## src/rtl/vc_output_scheduler.sv

```systemverilog
// vc_output_scheduler
// Shares one router output link among five virtual-channel input buffers.
// A round-robin arbiter picks a requesting VC while the scheduler is idle. That VC
// then owns the link (wormhole lock) until its tail flit has been popped.
// A credit counter tracks free slots in the downstream buffer, so no flit is sent
// into a full buffer.
module vc_output_scheduler #(
    parameter int CREDITS = 4,
    parameter int CW      = 4
) (
    input  logic          clk,
    input  logic          rstn,
    input  logic [4:0]    req,
    input  logic [4:0]    tail,
    input  logic          credit_in,
    output logic [4:0]    mux_sel,
    output logic [4:0]    pop,
    output logic [CW-1:0] credit_cnt,
    output logic          credit_err
);

    typedef enum logic {
        IDLE   = 1'b0,
        LOCKED = 1'b1
    } state_t;

    localparam logic [CW-1:0] CREDIT_MAX = CW'(CREDITS);

    state_t        state_q,      state_d;
    logic [2:0]    owner_q,      owner_d;
    logic [4:0]    mux_sel_q,    mux_sel_d;
    logic [2:0]    rr_ptr_q,     rr_ptr_d;
    logic [CW-1:0] credit_cnt_q, credit_cnt_d;
    logic          credit_err_q, credit_err_d;

    logic          arb_found;
    logic [2:0]    arb_winner;
    logic [2:0]    arb_cand;
    logic          owner_go;
    logic          transfer;

    // Adds two indices in 0..4 and wraps the result modulo 5.
    function automatic logic [2:0] wrap5(input logic [2:0] base, input logic [2:0] off);
        logic [3:0] sum;
        sum = {1'b0, base} + {1'b0, off};
        if (sum >= 4'd5) begin
            sum = sum - 4'd5;
        end
        return sum[2:0];
    endfunction

    // Converts a VC index into a one-hot select vector.
    function automatic logic [4:0] onehot5(input logic [2:0] idx);
        return 5'b00001 << idx;
    endfunction

    // Round-robin search: the first requester found when scanning from rr_ptr upward.
    always_comb begin
        arb_found  = 1'b0;
        arb_winner = 3'd0;
        arb_cand   = 3'd0;
        for (int k = 0; k < 5; k++) begin
            arb_cand = wrap5(rr_ptr_q, 3'(k));
            if (!arb_found && req[arb_cand]) begin
                arb_found  = 1'b1;
                arb_winner = arb_cand;
            end
        end
    end

    // The owner moves a flit only when it has data and downstream has room.
    always_comb begin
        owner_go = (state_q == LOCKED) && req[owner_q] && (credit_cnt_q != '0);
        pop      = owner_go ? onehot5(owner_q) : 5'b00000;
        transfer = owner_go;
    end

    // Next-state logic for the lock FSM, the mux select and the round-robin pointer.
    always_comb begin
        state_d   = state_q;
        owner_d   = owner_q;
        mux_sel_d = mux_sel_q;
        rr_ptr_d  = rr_ptr_q;
        case (state_q)
            IDLE: begin
                mux_sel_d = 5'b00000;
                if (arb_found) begin
                    state_d   = LOCKED;
                    owner_d   = arb_winner;
                    mux_sel_d = onehot5(arb_winner);
                end
            end
            LOCKED: begin
                if (owner_go && tail[owner_q]) begin
                    state_d   = IDLE;
                    mux_sel_d = 5'b00000;
                    rr_ptr_d  = wrap5(owner_q, 3'd1);
                end
            end
            default: begin
                state_d   = IDLE;
                mux_sel_d = 5'b00000;
            end
        endcase
    end

    // Credit bookkeeping. A credit returned while a flit leaves cancels out.
    // A credit arriving when the counter is already full is flagged as an error.
    always_comb begin
        credit_cnt_d = credit_cnt_q;
        credit_err_d = credit_err_q;
        if (transfer && !credit_in) begin
            credit_cnt_d = credit_cnt_q - 1'b1;
        end else if (!transfer && credit_in) begin
            if (credit_cnt_q == CREDIT_MAX) begin
                credit_err_d = 1'b1;
            end else begin
                credit_cnt_d = credit_cnt_q + 1'b1;
            end
        end
    end

    // State registers with synchronous active-low reset. Reset abandons any packet in flight.
    always_ff @(posedge clk) begin
        if (!rstn) begin
            state_q      <= IDLE;
            owner_q      <= 3'd0;
            mux_sel_q    <= 5'b00000;
            rr_ptr_q     <= 3'd0;
            credit_cnt_q <= CREDIT_MAX;
            credit_err_q <= 1'b0;
        end else begin
            state_q      <= state_d;
            owner_q      <= owner_d;
            mux_sel_q    <= mux_sel_d;
            rr_ptr_q     <= rr_ptr_d;
            credit_cnt_q <= credit_cnt_d;
            credit_err_q <= credit_err_d;
        end
    end

    assign mux_sel    = mux_sel_q;
    assign credit_cnt = credit_cnt_q;
    assign credit_err = credit_err_q;

endmodule
```

## config.mk

```make
export PLATFORM = sky130hd
export DESIGN_NAME = vc_output_scheduler
export DESIGN_NICKNAME = d
export VERILOG_FILES = /design/src/rtl/vc_output_scheduler.sv
export SDC_FILE = /design/constraint.sdc
export NUM_CORES = 1
export LEC_CHECK = 0
export ABC_AREA = 0
export CAP_MARGIN = 20
export CORE_MARGIN = 5
export CORE_UTILIZATION = 35
export CTS_CLUSTER_SIZE = 10
export DETAILED_ROUTE_END_ITERATION = 7
export GPL_TIMING_DRIVEN = 0
export PLACE_DENSITY = 0.65
export SLEW_MARGIN = 20
export SYNTH_ARGS = -nofsm -noshare
export SYNTH_HDL_FRONTEND = slang
export SYNTH_SLANG_ARGS = --single-unit
```

## constraint.sdc

```tcl
create_clock -name clk -period 4.6 [get_ports clk]
set_input_delay 0.92 -clock clk [delete_from_list [all_inputs] [get_ports clk]]
set_output_delay 0.92 -clock clk [all_outputs]
set_load 0.02 [all_outputs]
```

==> impl_results.md <==
* Outcome: complete, no violations
* Initial antenna violation count at 0
* Final Power at 0.831 mW
* DRT Wirelength at roughly 5400 um
* H-Tree Depth at 1
* PortBufs at 25
* Share of layout cells above drive strength 1 at 11.1%
* Via count at 1992
* Avg WL per Cell at 14.9 um
* Final net count at between 300 and 400
* Post-route ant nets at 0
* Synth Net Count at 293
* Clk_skew at 0.888 ps
* FP Rows at 28
* Crit end category: flop
* Ports at 28
* First-pass GRT wire length at 9160 um
* Max-slew violations at 0
* First-pass DRT Iterations at 4
* CP max FO at 10
* Cts hold-fix bufs at 0
* Reg clk slew, reported paths at about 70 ps
* Initial core utilization at 35.8%
* First-iteration detailed-routing DRC count at 200
* Maximum vdd ir drop at around 160 uV
* Final setup viols at 0
* Overall Global Routing Usage at approximately 14%
* Final Critical Period at just over 4000 ps
* Syn-to-layout area delta at 18.4%
* Number of flops mapped to enable cells by yosys at 0
* Post-route DRC at 0
* Setup Buffers After CTS at 0
* Slew headroom at 46.4%
* Final period utilization at 89.2%
* Post-synth top cells: 28 x nor2_1, 18 x ha_1, 18 x inv_1, 18 x nand2_1
* Max Fclk at ~240 MHz
* TritonCTS clock tree: built
* HPWL reported at the end of detailed placement at around 4300 um
* CP arrival at 4290 ps
* Gr ovfl total at 0
* FFs w/ async S/R, synth at 0%
* Crit path launch type: flop
* RSZ-0062 raised after global routing: false
* Hold Crit Class: flop to flop
* Leakage power at 0.971 nW
* Resized cells post-CTS at 0
* Synth top area share at 16.1%
* Synth warn at 0
* Die height at between 80 and 90 um
* Synthesized instance count at 260
* Synth Cell Area at 2120 um^2
* PwrDens at 331 nW/um^2
* Core area at around 6000 um^2
* # Max-Cap Violations at 0
* Largest net degree at the start of global routing at 12
* Synth Flop Type: dfxtp_1
* Synth top area cells: dfxtp_1 16%, ha_1 11%, mux4_2 7.4%
* Post-synthesis sequential area ratio at between 15 and 20%
* Final hold vios at 0
* Dominant cell type by area after synthesis: dfxtp_1
* Critical path, cell by cell: buf_4, clkinv_1, ha_1, ha_1, clkbuf_1, a21oi_1, mux2_2, a311o_1, nand2_1, mux2_2, o2bb2ai_1, or3b_1, o21ai_1
* Vias per cell at 5.47
* Max stage delay on crit path at 410 ps
* Clock Latency Late Sink at 250 ps
* Root buf cell: clkbuf_8
* Unique masters post-synth at 59
* Most frequent cell after synthesis: nor2_1
* Synthesized area per cell at 8.15 um^2
* Setup TNS at 0 ps
* Number of diodes at 0
* Flops & latches, synth at 17
* Die ar. at 7710 um^2
* Slowest cell on crit path: or3b_1
* Deepest clock path buffer count at 2
* TritonCTS Buffers at 3
* Vias in the first global route at 1884
* Worst-margin pin slew at 800 ps
* Critical Path RT at 4790 ps
* Crit Path Category: flop to flop
* Clk sinks at 17
* Die extent in x at 87.8 um
* RD Place Congestion at 0.837
power by group:
group | internal (mW) | switching, mW | leakage, nW
combinational | 0.224 | 0.282 | 0.807
sequential | 0.177 | 0.0356 | 0.139
clock | 0.0601 | 0.0523 | 0.0255
total | 0.461 | 0.370 | 0.971
critical path, delay by kind of cell, from the launching register on:
kind | cells | cell delay (ps)
simple gates | 2 | 520
compound gates | 4 | 1030
buf+inv | 3 | 720
flops | 1 | 400
mux | 2 | 710
fa+ha+maj | 2 | 650
placed cells by master (no fill, tap or decap), types with 3 or more instances in the layout:
master and instances:
dfxtp_1 17, xnor2_1 6, a21oi_1 17, nor2b_1 4
and2_1 6, nand2b_1 6, nand3_1 8, clkbuf_8 3
a211oi_1 5, mux4_2 7, a21o_1 5, clkbuf_1 6
ha_1 18, a31oi_1 6, mux2_2 4, nor4_1 3
clkdlybuf4s50_1 25, mux2i_1 13, o21ai_1 3, buf_2 4
nand2_1 18, nor2_1 28, o21ai_0 6, nor3_1 6
inv_1 18
metrics by stage:
stage	util (%)	worst slack [ps]	std cells	hold WS (ps)	instance area [um^2]
after detailed placement	41.6	539	360	454	2460
after floorplan	-	1050	260	527	2120
final	42.4	496	364	457	2510
after global routing	42.4	243	364	491	2510
after CTS	42.4	523	364	465	2510
after global placement	41.6	621	360	446	2460
metal layers:
layer | track usage [%] | vias up | part of all wire [%]
li1 | - | 1004 | -
met1 | 20.9 | 939 | 49
met2 | 23.5 | 45 | 46
met3 | 1.60 | 4 | 3.4
met4 | 2.23 | 0 | 0.74
met5 | 0 | - | 0
cell type report:
cell class | instances | area (um^2)
inverter | 19 | 71.3
fill | 597 | 3410
clock inverter | 1 | 5.00
multi-input combinational | 211 | 1640
buffer | 13 | 72.6
tap | 75 | 93.8
sequential | 17 | 340
timing repair buffer | 25 | 250
clock buffer | 3 | 41.3
worst paths after layout:
kind                                   from         end  slack (ps)  cells past startpoint
worst max-delay path            rr_ptr_q[0]  mux_sel[0]         500                     13
worst min-delay path             mux_sel[3]  mux_sel[3]         460                      2
worst max register to register  rr_ptr_q[0]  mux_sel[0]         500                     13
worst min register to register   mux_sel[3]  mux_sel[3]         460                      2
sequential cells by signal (all words and copies together), names as in the netlist:
name	cells
credit_cnt	4
state_q	1
mux_sel	5
owner_q	3
rr_ptr_q	3
credit_err	1
cells by family after synthesis:
logic type / synth area share (%)
DFF: 16.1
buffers and inverters: 6.79
AOI/OAI and AO/OA: 22.3
xor gates and xnor gates: 3.31
and+or+nand+nor: 22.7
muxes: 16.4
adders and majority gates: 12.5
(Power assumes the default switching activity.)
